### src/rtl/pc_sequencer_if.sv
// pc_sequencer_if: run-control, decoder and PC signals between the sequencer and its surroundings.
interface pc_sequencer_if #(parameter int PCW = 10);
  logic           start;
  logic [PCW-1:0] start_addr;
  logic           branch;
  logic [1:0]     how_high;
  logic           halt;
  logic           sc_en;
  logic           sc_clr;
  logic           sc_in;
  logic [PCW-1:0] pc;
  logic           run;
  logic           sc_o;
  logic           done;
  logic [15:0]    cycle_count;
  modport master (
    output start, start_addr, branch, how_high, halt, sc_en, sc_clr, sc_in,
    input  pc, run, sc_o, done, cycle_count
  );
  modport slave (
    input  start, start_addr, branch, how_high, halt, sc_en, sc_clr, sc_in,
    output pc, run, sc_o, done, cycle_count
  );
endinterface

### src/rtl/pc_sequencer.sv
// pc_sequencer: start/done run control, PC stepping with table branches, shift-carry flag and instruction count.
module pc_sequencer #(
  parameter int PCW     = 10,
  parameter int BR_OFF0 = -4,
  parameter int BR_OFF1 = -16,
  parameter int BR_OFF2 = 8,
  parameter int BR_OFF3 = 32
) (
  input logic clk,
  input logic reset_n,
  pc_sequencer_if.slave s
);
  typedef enum logic [1:0] {IDLE, LOAD, RUN, DONE} state_t;
  localparam logic [PCW-1:0] OFF0 = PCW'(BR_OFF0);
  localparam logic [PCW-1:0] OFF1 = PCW'(BR_OFF1);
  localparam logic [PCW-1:0] OFF2 = PCW'(BR_OFF2);
  localparam logic [PCW-1:0] OFF3 = PCW'(BR_OFF3);
  state_t         state_q, state_d;
  logic [PCW-1:0] pc_q, pc_d, off;
  logic           sc_q, sc_d, done_q, done_d;
  logic [15:0]    cnt_q, cnt_d;
  always_ff @(posedge clk or negedge reset_n) begin
    if (!reset_n) begin
      state_q <= IDLE;
      pc_q    <= '0;
      sc_q    <= 1'b0;
      done_q  <= 1'b0;
      cnt_q   <= '0;
    end else begin
      state_q <= state_d;
      pc_q    <= pc_d;
      sc_q    <= sc_d;
      done_q  <= done_d;
      cnt_q   <= cnt_d;
    end
  end
  always_comb begin
    state_d = state_q;
    pc_d    = pc_q;
    sc_d    = sc_q;
    done_d  = done_q;
    cnt_d   = cnt_q;
    off     = s.how_high[1] ? (s.how_high[0] ? OFF3 : OFF2) : (s.how_high[0] ? OFF1 : OFF0);
    case (state_q)
      IDLE, DONE: state_d = s.start ? LOAD : state_q;
      LOAD: begin
        state_d = RUN;
        pc_d    = s.start_addr;
        sc_d    = 1'b0;
        done_d  = 1'b0;
        cnt_d   = '0;
      end
      RUN: begin
        state_d = s.halt ? DONE : RUN;
        done_d  = s.halt;
        pc_d    = s.halt ? pc_q : pc_q + (s.branch ? off : PCW'(1));
        sc_d    = s.sc_en ? s.sc_in : (s.sc_clr ? 1'b0 : sc_q);
        cnt_d   = (cnt_q == 16'hFFFF) ? cnt_q : cnt_q + 16'd1;
      end
      default: state_d = IDLE;
    endcase
  end
  // run follows the state register, so an async reset removes the commit enable at once
  assign s.run         = (state_q == RUN) && !s.halt;
  assign s.pc          = pc_q;
  assign s.sc_o        = sc_q;
  assign s.done        = done_q;
  assign s.cycle_count = cnt_q;
endmodule
### src/flat_wrapper.sv
// flat-port wrapper written by rule: the top's interface ports become plain ports
module pc_sequencer_flat 
#(
  parameter int PCW     = 10,
  parameter int BR_OFF0 = -4,
  parameter int BR_OFF1 = -16,
  parameter int BR_OFF2 = 8,
  parameter int BR_OFF3 = 32
)
  (clk, reset_n, s_start, s_start_addr, s_branch, s_how_high, s_halt, s_sc_en, s_sc_clr, s_sc_in, s_pc, s_run, s_sc_o, s_done, s_cycle_count);
  pc_sequencer_if #(.PCW(PCW)) s_i ();
  input logic clk;
  input logic reset_n;
  input wire logic [$bits(s_i.start)-1:0] s_start;
  input wire logic [$bits(s_i.start_addr)-1:0] s_start_addr;
  input wire logic [$bits(s_i.branch)-1:0] s_branch;
  input wire logic [$bits(s_i.how_high)-1:0] s_how_high;
  input wire logic [$bits(s_i.halt)-1:0] s_halt;
  input wire logic [$bits(s_i.sc_en)-1:0] s_sc_en;
  input wire logic [$bits(s_i.sc_clr)-1:0] s_sc_clr;
  input wire logic [$bits(s_i.sc_in)-1:0] s_sc_in;
  output wire logic [$bits(s_i.pc)-1:0] s_pc;
  output wire logic [$bits(s_i.run)-1:0] s_run;
  output wire logic [$bits(s_i.sc_o)-1:0] s_sc_o;
  output wire logic [$bits(s_i.done)-1:0] s_done;
  output wire logic [$bits(s_i.cycle_count)-1:0] s_cycle_count;
  assign s_i.start = s_start;
  assign s_i.start_addr = s_start_addr;
  assign s_i.branch = s_branch;
  assign s_i.how_high = s_how_high;
  assign s_i.halt = s_halt;
  assign s_i.sc_en = s_sc_en;
  assign s_i.sc_clr = s_sc_clr;
  assign s_i.sc_in = s_sc_in;
  assign s_pc = s_i.pc;
  assign s_run = s_i.run;
  assign s_sc_o = s_i.sc_o;
  assign s_done = s_i.done;
  assign s_cycle_count = s_i.cycle_count;
  pc_sequencer #(.PCW(PCW), .BR_OFF0(BR_OFF0), .BR_OFF1(BR_OFF1), .BR_OFF2(BR_OFF2), .BR_OFF3(BR_OFF3)) u_core (.clk(clk), .reset_n(reset_n), .s(s_i));
endmodule
### config.mk
export PLATFORM = sky130hd
export DESIGN_NAME = pc_sequencer_flat
export DESIGN_NICKNAME = d
export VERILOG_FILES = /design/src/rtl/pc_sequencer_if.sv /design/src/rtl/pc_sequencer.sv /design/src/flat_wrapper.sv
export SDC_FILE = /design/constraint.sdc
export NUM_CORES = 1
export LEC_CHECK = 0
export CORE_AREA = 4 4 71 73
export DETAILED_ROUTE_END_ITERATION = 10
export DIE_AREA = 0 0 75 77
export GPL_TIMING_DRIVEN = 0
export PLACE_DENSITY = 0.86
export SKIP_LAST_GASP = 1
export SYNTH_ARGS = -nofsm -noshare
export SYNTH_HDL_FRONTEND = slang
export SYNTH_SLANG_ARGS = --single-unit
export TNS_END_PERCENT = 20
### constraint.sdc
create_clock -name clk -period 2.1 [get_ports clk]
set_clock_uncertainty 0.15 [all_clocks]
set_input_delay 0.42 -clock clk [delete_from_list [all_inputs] [get_ports clk]]
set_output_delay 0.42 -clock clk [all_outputs]
set_load 0.02 [all_outputs]
# Word-level counts from Yosys, hierarchy flattened
# Index checks and enable logic that the tools add are counted.
[op_classes] add_sub_neg=2 n_eq_ne=8 muxes=15 reduce_logical=8
[ops] operator="16-bit case mux with 2 select lines" count=1
[ops] operator="10-bit 2-to-1 mux" count=3
[ops] operator="10-bit case mux with 2 select lines" count=1
[ops] operator="16-bit by 1-bit adder with 16-bit output, second input constant" count=1
[ops] operator="16-bit == test, second input constant" count=1
[ops] operator="16-bit 2-to-1 mux" count=1
[ops] operator="10-bit adder" count=1
[ops] operator="6-bit 2-to-1 mux" count=1
[ops] operator="2-bit inequality test, second input constant" count=3
[ops] operator="2-bit case mux with 3 select lines" count=1
[ops] operator="2-bit AND reduction" count=3
[ops] operator="2-bit == test, second input constant" count=2
[ops] operator="4-bit 2-to-1 mux" count=1
[ops] operator="1-bit case mux with 2 select lines" count=2
[ops] operator="1-bit 2-to-1 mux" count=3
[ops] operator="3-bit inequality test, second input constant" count=1
[ops] operator="2-bit by 1-bit == test with 1-bit output, second input constant" count=1
[ops] operator="2-bit logical NOT" count=1
[ops] operator="2-bit 2-to-1 mux" count=1
[ops] operator="2-bit nonzero test" count=1
[ops] operator="2-bit OR reduction" count=1
[ops] operator="1-bit logical AND" count=1
[ops] operator="1-bit logical NOT" count=1
[totals] ff_bits=30 inputBits=20

# Logic depth before layout (Yosys ltp)
# Gate-level depths: netlist of the first run.
[depth] depth_word=6 ltp_mapped=9 depth_no_buf=9

# Worst setup path before layout of the first run
# Ideal clock, no wire load.
[synth_timing] path_type="input port to flip-flop" from="input port s_how_high[1]" to="register u_core.pc_q[9], in the netlist u_core.s.pc[9]" arrival_ps=1963 required_ps=1824 setup_slack_ps=-139 cell_stages=9 path_cell_list="nand2b_1 inv_1 ha_1 a21oi_1 nand3_1 o221ai_1 xnor2_1 a21o_1 a221o_1"
[synth_via] elab_chain_len=5
[synth_rtl] element="from (decl)" line_no="flat_wrapper.sv:17" source="input wire logic [$bits(s_i.how_high)-1:0] s_how_high;"
[synth_rtl] element="10-bit 2-to-1 mux" line_no="pc_sequencer.sv:43" source="off = s.how_high[1] ? (s.how_high[0] ? OFF3 : OFF2) : (s.how_high[0] ? OFF1 : OFF0);"
[synth_rtl] element="10-bit 2-to-1 mux" line_no="pc_sequencer.sv:56" source="pc_d = s.halt ? pc_q : pc_q + (s.branch ? off : PCW'(1));"
[synth_rtl] element="10-bit adder" line_no="pc_sequencer.sv:56"
[synth_rtl] element="10-bit 2-to-1 mux" line_no="pc_sequencer.sv:56"
[synth_rtl] element="10-bit case mux with 2 select lines" line_no="pc_sequencer.sv:44" source="case (state_q)"
[synth_rtl] element="to (signal assigned)" line_no="pc_sequencer.sv:31" source="pc_q <= pc_d;"
[synth_rtl] element="to (decl)" line_no="pc_sequencer.sv:19" source="logic [PCW-1:0] pc_q, pc_d, off;"
# Every way passes these cells. The select of a mux whose other input is x is not followed.
# A chain may end at the register's enable or synchronous reset.

# Worst setup path in the final report of the first run
[layout_timing] from="register u_core.cnt_q[0], in the netlist u_core.s.cycle_count[0]" to="register u_core.cnt_q[11], in the netlist u_core.s.cycle_count[11]"
[layout_via] elab_chain_len=3
[layout_rtl] element="from (decl)" line_no="pc_sequencer.sv:21" source="logic [15:0] cnt_q, cnt_d;"
[layout_rtl] element="from (signal assigned)" line_no="pc_sequencer.sv:34" source="cnt_q <= cnt_d;"
[layout_rtl] element="16-bit by 1-bit adder with 16-bit output or 16-bit == test (tied branches)" line_no="pc_sequencer.sv:58" source="cnt_d = (cnt_q == 16'hFFFF) ? cnt_q : cnt_q + 16'd1;"
[layout_rtl] element="16-bit 2-to-1 mux or 2-bit inequality test (tied branches)"
[layout_rtl] element="16-bit case mux with 2 select lines or 2-bit AND reduction (tied branches)"
# Parallel ways exist; a longest one is shown, timed or not. The select of a mux whose other input is x is not followed.

==> results.toml, run 1 <==
[sta]
holdWs_ns = 0.0102
final.setup.worst_slack_ns = -0.106
period_minus_slack_ns = 2.21
rsz0062_at_grt = "true"
maxSlewHeadroom_pct = 54.7
fmax_mhz = 453
tightestPinTransition_ns = 0.679
period_share_pct = 105
hold_viol = 0
setup_viol = 4
slew_viol_final = 0
tns_ns = -0.198

[synth]
syn_nets = 237
synth_area_per_cell_sq_um = 9.11
synthFlopType = "dfrtp_1"
synth_seq_area_share_pct = 40.2
syn_inst = 205
synth_area_sq_um = 1870
ys.warnings.count = 0
synth_enable_flop_cells = 0
async_reset_ff_share_pct = 100
synth-seq-cells = 30
ys_types = 41

[global_routing]
grt_usage_pct = 18.3
grt_overflow = 0
grt_pass1_vias = 1696
grt_max_degree = 31
antenna_found_initial = 0
grt_pass1_wl_mm = 8.27

[worst_setup_path]
crit_path_end_kind = "register"
critPathMaxFanout = 3
path_cells = "ha_4, and3_4, and4_4, a211oi_4, nand4_4, or3_1, a21oi_1"
worstPathRequired_ns = 2.15
worstSetupStartpoint = "u_core.s.cycle_count[0]"
critPathBufInv = 0
cpPeakStageDelay_ns = 0.44
start_kind = "register"
crit_family = "simple AND/OR/NAND/NOR gates"
crit_slowest_cell = "dfrtp_2"
r2r_start = "u_core.s.cycle_count[0]"
path_class = "reg2reg"
cp_data_arrival_time_ns = 2.25

[detailed_routing]
wl_met1_mm = 2.23
top_layer_used = "met4"
dr.pass1.iters = 4
antenna_left = 0
met2_length_mm = 2.62
routed-wl-met3_microns = 335
detail_route.wl_per_cell_microns = 16.6
drtIter0Drc = 169
drc = 0
wirelength_mm = 5.35
dr_total_vias = 1864
vias_per_cell = 5.77

[place]
post-place-cells = 304
placed_area_sq_um = 2460
place.gp.congestion = 0.941
pre_cts_ws_ns = -0.739
io_buffer_count = 47
dp_hpwl_mm = 3.55

[clocking]
cts_tree = "yes"
clk_pin_slew_ns = 0.07
cts_root_buffer = "clkbuf_8"
cts_hold_buf = 0
htreeDepth = 2
clockBufferDepth = 2
cts.sinks = 30
cts_made_buffers = 5
clk_latency_ns = 0.29

[die]
io_pins = 49
fp.dieH_microns = 77
fp.dieW_microns = 75
rows = 24
core_area_sq_um = 4350
dieArea_sq_um = 5780
start_util_pct = 42.9

[power_and_ir_drop]
p_int_mw = 2.05
powerDensity_nw_per_um2 = 1260
seqPwrFrac_pct = 26.6
switchingPower_mw = 1.45
power_frac_comb_pct = 55.8
swShare_pct = 41.4
ir_drop_uv = 900
clkPwrFrac_pct = 17.6
p_leak_nw = 1.16
finalPower_mw = 3.49

[outcome]
failed_checks = "setup timing"
status = "complete, but fails checks"

[final_layout]
diodes = 0
utilization_pct = 63.4
final_nets = 302
final_cells = 323
fin_area_sq_um = 2760
areaGrowthSynthToFinish_pct = 47.9
seqCellArea_sq_um = 753
fillCellCount = 318
drive_gt1_share_pct = 24.4
multiInputGateArea_sq_um = 1220

[run]
cap_violations = 0

[worst_hold_path]
holdCritPathClass = "in2async"
## placed cells by master, fill, tap and decap left out, types with 3 or more instances in the layout
master | netlist | routed
nor2_1 | 16 | 16
inv_1 | 10 | 6
nand4_1 | 6 | 6
clkdlybuf4s50_1 | 0 | 42
nor3_1 | 5 | 3
ha_4 | 0 | 4
mux2i_1 | 4 | 4
inv_2 | 0 | 4
buf_2 | 1 | 4
ha_2 | 0 | 3
nand3_1 | 9 | 9
a21oi_1 | 15 | 8
ha_1 | 12 | 5
o21ai_0 | 19 | 17
buf_4 | 0 | 11
clkbuf_8 | 0 | 6
nand2_1 | 22 | 22
xnor2_1 | 5 | 4
clkbuf_1 | 4 | 3
dfrtp_1 | 30 | 28
xor2_1 | 6 | 6
a22oi_1 | 3 | 3
mux2_2 | 5 | 5
a21oi_2 | 0 | 7
nor3_2 | 1 | 3
## layer usage
metal  vias up  GRT usage (%)
met1       894           22.6
met3        18           3.66
met2        72           30.4
met4         0           7.65
li1        880              -
met5         -              0
## sequential cells by signal (all words and copies together) (netlist names)
name                  count
u_core.s.done             1
u_core.state_q            2
u_core.s.sc_o             1
u_core.s.cycle_count     16
u_core.s.pc              10
## path summary, 6_finish.rpt
check	endpoint	slack (ns)	cells after the start
max in group asynchronous	u_core.s.cycle_count[0]	1.32	1
worst max register to register	u_core.s.cycle_count[11]	-0.11	7
worst min register to register	u_core.s.done	0.36	2
worst min-delay path	u_core.s.cycle_count[3]	0.01	1
worst max-delay path	u_core.s.cycle_count[11]	-0.11	7
min in group clk	u_core.s.done	0.36	2
## cell families (layout without fill, tap and decap cells)
kind of cell | count (synthesis) | in the layout | synth area share, %
multiplexers | 9 | 9 | 5.16
AO/OA/AOI/OAI | 55 | 55 | 18.6
flip-flops | 30 | 30 | 40.2
adder cells (fa/ha/maj) | 12 | 12 | 8.04
buffers and inverters | 15 | 81 | 3.08
AND/OR/NAND/NOR | 73 | 73 | 19.7
XOR/XNOR | 11 | 11 | 5.16
## what timing repair did
action | CTS | global route
cloned | 0 | 0
setup endpoints to repair | 19 | 16
buffers inserted | 5 | 7
gates resized for setup | 27 | 14
pin swaps | 14 | 13
## cell type report
type,count,area share [%]
multi-input cells,160,44.2
flip-flops and latches,30,27.3
repair buffers,59,19.9
clock buffers,7,3.13
well taps,52,2.36
inverters,10,1.36
clock inverters,1,1.09
plain buffers,4,0.635
## synthesized netlist by cell type (all sizes together), types with 2 or more instances
library cell / n / area share [%]
a22oi: 3 / 1.2
a211oi: 2 / 1.5
o211ai: 2 / 0.80
a221o: 2 / 1.1
a21o: 2 / 0.80
xor2: 6 / 2.8
ha: 12 / 8.0
nand2: 22 / 4.4
mux2i: 4 / 2.1
or3: 2 / 0.67
mux2: 5 / 3.0
and3: 3 / 1.3
nand3: 9 / 2.4
o21ai: 19 / 5.1
inv: 10 / 2.0
nor2b: 3 / 1.0
xnor2: 5 / 2.3
clkbuf: 4 / 0.80
and4: 2 / 1.1
nand4: 7 / 2.7
a21oi: 15 / 4.0
o22ai: 2 / 0.67
dfrtp: 30 / 40
nor3: 6 / 1.9
nand2b: 2 / 0.67
nor2: 16 / 3.2
## power groups by stage
stage / Clock [mW] / Sequential, mW / Combinational [mW]
after floorplan: 0 / 1.07 / 0.944
after global placement: 0 / 0.929 / 1.61
after detailed placement: 0 / 0.937 / 1.67
after CTS: 0.624 / 0.927 / 1.77
after global routing: 0.649 / 0.950 / 2.11
final: 0.615 / 0.930 / 1.95
No activity file was read; power rests on OpenSTA's default activity.
==> run 2: changes to the inputs <==
Settings changed: CORE_AREA 4 4 71 73 to 2 2 67 69, DIE_AREA 0 0 75 77 to 0 0 69 71, PLACE_DENSITY 0.86 to 0.87, SLEW_MARGIN set to 20.
Clock period 2.1 ns to 2.35 ns, I/O delays scaled along.
==> results.toml, run 2 (same netlist as run 1, synthesis figures left out) <==
[power_and_ir_drop]
powerDensity_nw_per_um2 = 1080
finalPower_mw = 2.81
ir_drop_uv = 670
p_leak_nw = 1.12

[sta]
holdWs_ns = 0.0631
slew_viol_final = 0
setup_viol = 1
tightestPinTransition_ns = 0.651
fmax_mhz = 417
hold_viol = 0
period_minus_slack_ns = 2.40
final.setup.worst_slack_ns = -0.0474
tns_ns = -0.0474
maxSlewHeadroom_pct = 56.6
rsz0062_at_grt = "true"
period_share_pct = 102

[global_routing]
grt_pass1_wl_mm = 7.62
antenna_found_initial = 0
grt_overflow = 0
use_met3_pct = 3.56
grt_usage_pct = 19.2
grt_busiest_layer = "met2"
use_met1_pct = 24.1
grt_pass1_vias = 1728
grt_max_degree = 31
use_met2_pct = 32.4

[worst_setup_path]
path_cells = "dlymetal6s2s_1, nand2b_4, nor2_1, ha_1, nand4_1, a21oi_2, o221ai_2, xnor2_2, a21o_1, a221o_1"
start_kind = "input port"
reg2regPathDepth = 7
critPathMaxFanout = 4
crit_slowest_cell = "ha_1"
cpPeakStageDelay_ns = 0.37
worstPathRequired_ns = 2.36
cp.depth = 10
path_class = "in2reg"
crit_family = "compound AO/OA/AOI/OAI gates"
crit_path_end_kind = "register"
critPathBufInv = 1
cp_data_arrival_time_ns = 2.41

[final_layout]
final_nets = 293
drive_gt1_share_pct = 13.4
largest_register_ffs = 16
utilization_pct = 61.9
fillCellCount = 360
final_common_cell = "clkdlybuf4s50_1"
final_cells = 314
final_cell_mix = "clkdlybuf4s50_1 (42), dfrtp_1 (30), nand2_1 (22)"
diodes = 0
areaGrowthSynthToFinish_pct = 39.4

[clocking]
cts_hold_buf = 0
clockBufferDepth = 2
htreeDepth = 2
clk_pin_slew_ns = 0.07
cts_made_buffers = 5
cts_root_buffer = "clkbuf_8"
cts.sinks = 30
clk_latency_ns = 0.28
cts_tree = "yes"

[worst_hold_path]
holdCritPathClass = "in2async"

[detailed_routing]
wirelength_mm = 4.65
dr.pass1.iters = 4
drc = 0
vias_per_cell = 5.73
detail_route.wl_per_cell_microns = 14.8
antenna_left = 0
drtIter0Drc = 117
dr_total_vias = 1798

[die]
rows = 24
dieArea_sq_um = 4900
start_util_pct = 44.4
fp.dieH_microns = 71
core_area_sq_um = 4200
fp.dieW_microns = 69
io_pins = 49

[run]
cap_violations = 0

[outcome]
status = "complete, but fails checks"
failed_checks = "setup timing"

[place]
post-place-cells = 304
place.gp.congestion = 0.805
dp_hpwl_mm = 3.31
io_buffer_count = 47
run 2: cell types whose count changed in the layout (fill, tap and decap cells not counted), sizes merged:
cell,delta
bufinv,-1
dlymetal6s2s,+3
clkinv,+1
clkbuf,+1
clkinvlp,+1
inv,-1
clkdlybuf4s15,-2
buf,-12
dlygate4sd2,+1
run 2: path summary, 6_finish.rpt:
path	to	start	slack, ns
setup / recovery	u_core.s.pc[9]	s_how_high[1]	-0.05
hold / removal	u_core.s.cycle_count[15]	reset_n	0.06
setup reg to reg	u_core.s.cycle_count[11]	u_core.s.cycle_count[0]	0.05
hold reg to reg	u_core.s.done	u_core.s.done	0.35
max in group asynchronous	u_core.s.cycle_count[2]	reset_n	1.56
min in group clk	u_core.s.done	u_core.s.done	0.35
run 2: timing repair:
item                                    in CTS  in global routing
resized for setup                            8                 15
hold endpoints to repair                     0                  0
endpoints found under the setup margin       4                 12
setup buffers                                0                  2
pin swaps                                    0                  7
run 2: cell type report:
| cell class | count | area, sq um | area share (%) |
|---|---|---|---|
| Clock buffer | 7 | 86.3 | 3.32 |
| Timing Repair Buffer | 49 | 487 | 18.7 |
| Tap cell | 52 | 65.1 | 2.50 |
| Inverter | 10 | 41.3 | 1.59 |
| Multi-Input combinational cell | 160 | 1150 | 44.0 |
| Clock inverter | 1 | 5.00 | 0.192 |
| Sequential cell | 30 | 751 | 28.8 |
| Buffer | 5 | 21.3 | 0.817 |
run 2: through the flow:
stage / setup WS, ns / instance area (sq um)
6_report: -0.0474 / 2600
2_1_floorplan: 0.0609 / 1870
3_3_place_gp: -0.612 / 2400
5_1_grt: -0.109 / 2600
3_5_place_dp: -0.645 / 2400
4_1_cts: -0.246 / 2530
run 2: report_power, final:
part	switching [mW]	internal (mW)
logic	0.834	0.723
clock network	0.191	0.236
registers	0.163	0.665
total	1.19	1.62
run 2: per-layer routing:
metal,share of wire [%],vias up
met5,0,-
met4,2.5,0
met3,5.6,13
met2,49,61
met1,43,863
li1,-,861
run 2: worst register-to-register path, stage by stage, from the launching register on:
cell and delay, ns:
dfrtp_1 0.41, ha_1 0.24, and3_1 0.21, and4_4 0.21, a211oi_4 0.28, nand4_2 0.22, or3_1 0.36, a21oi_1 0.16
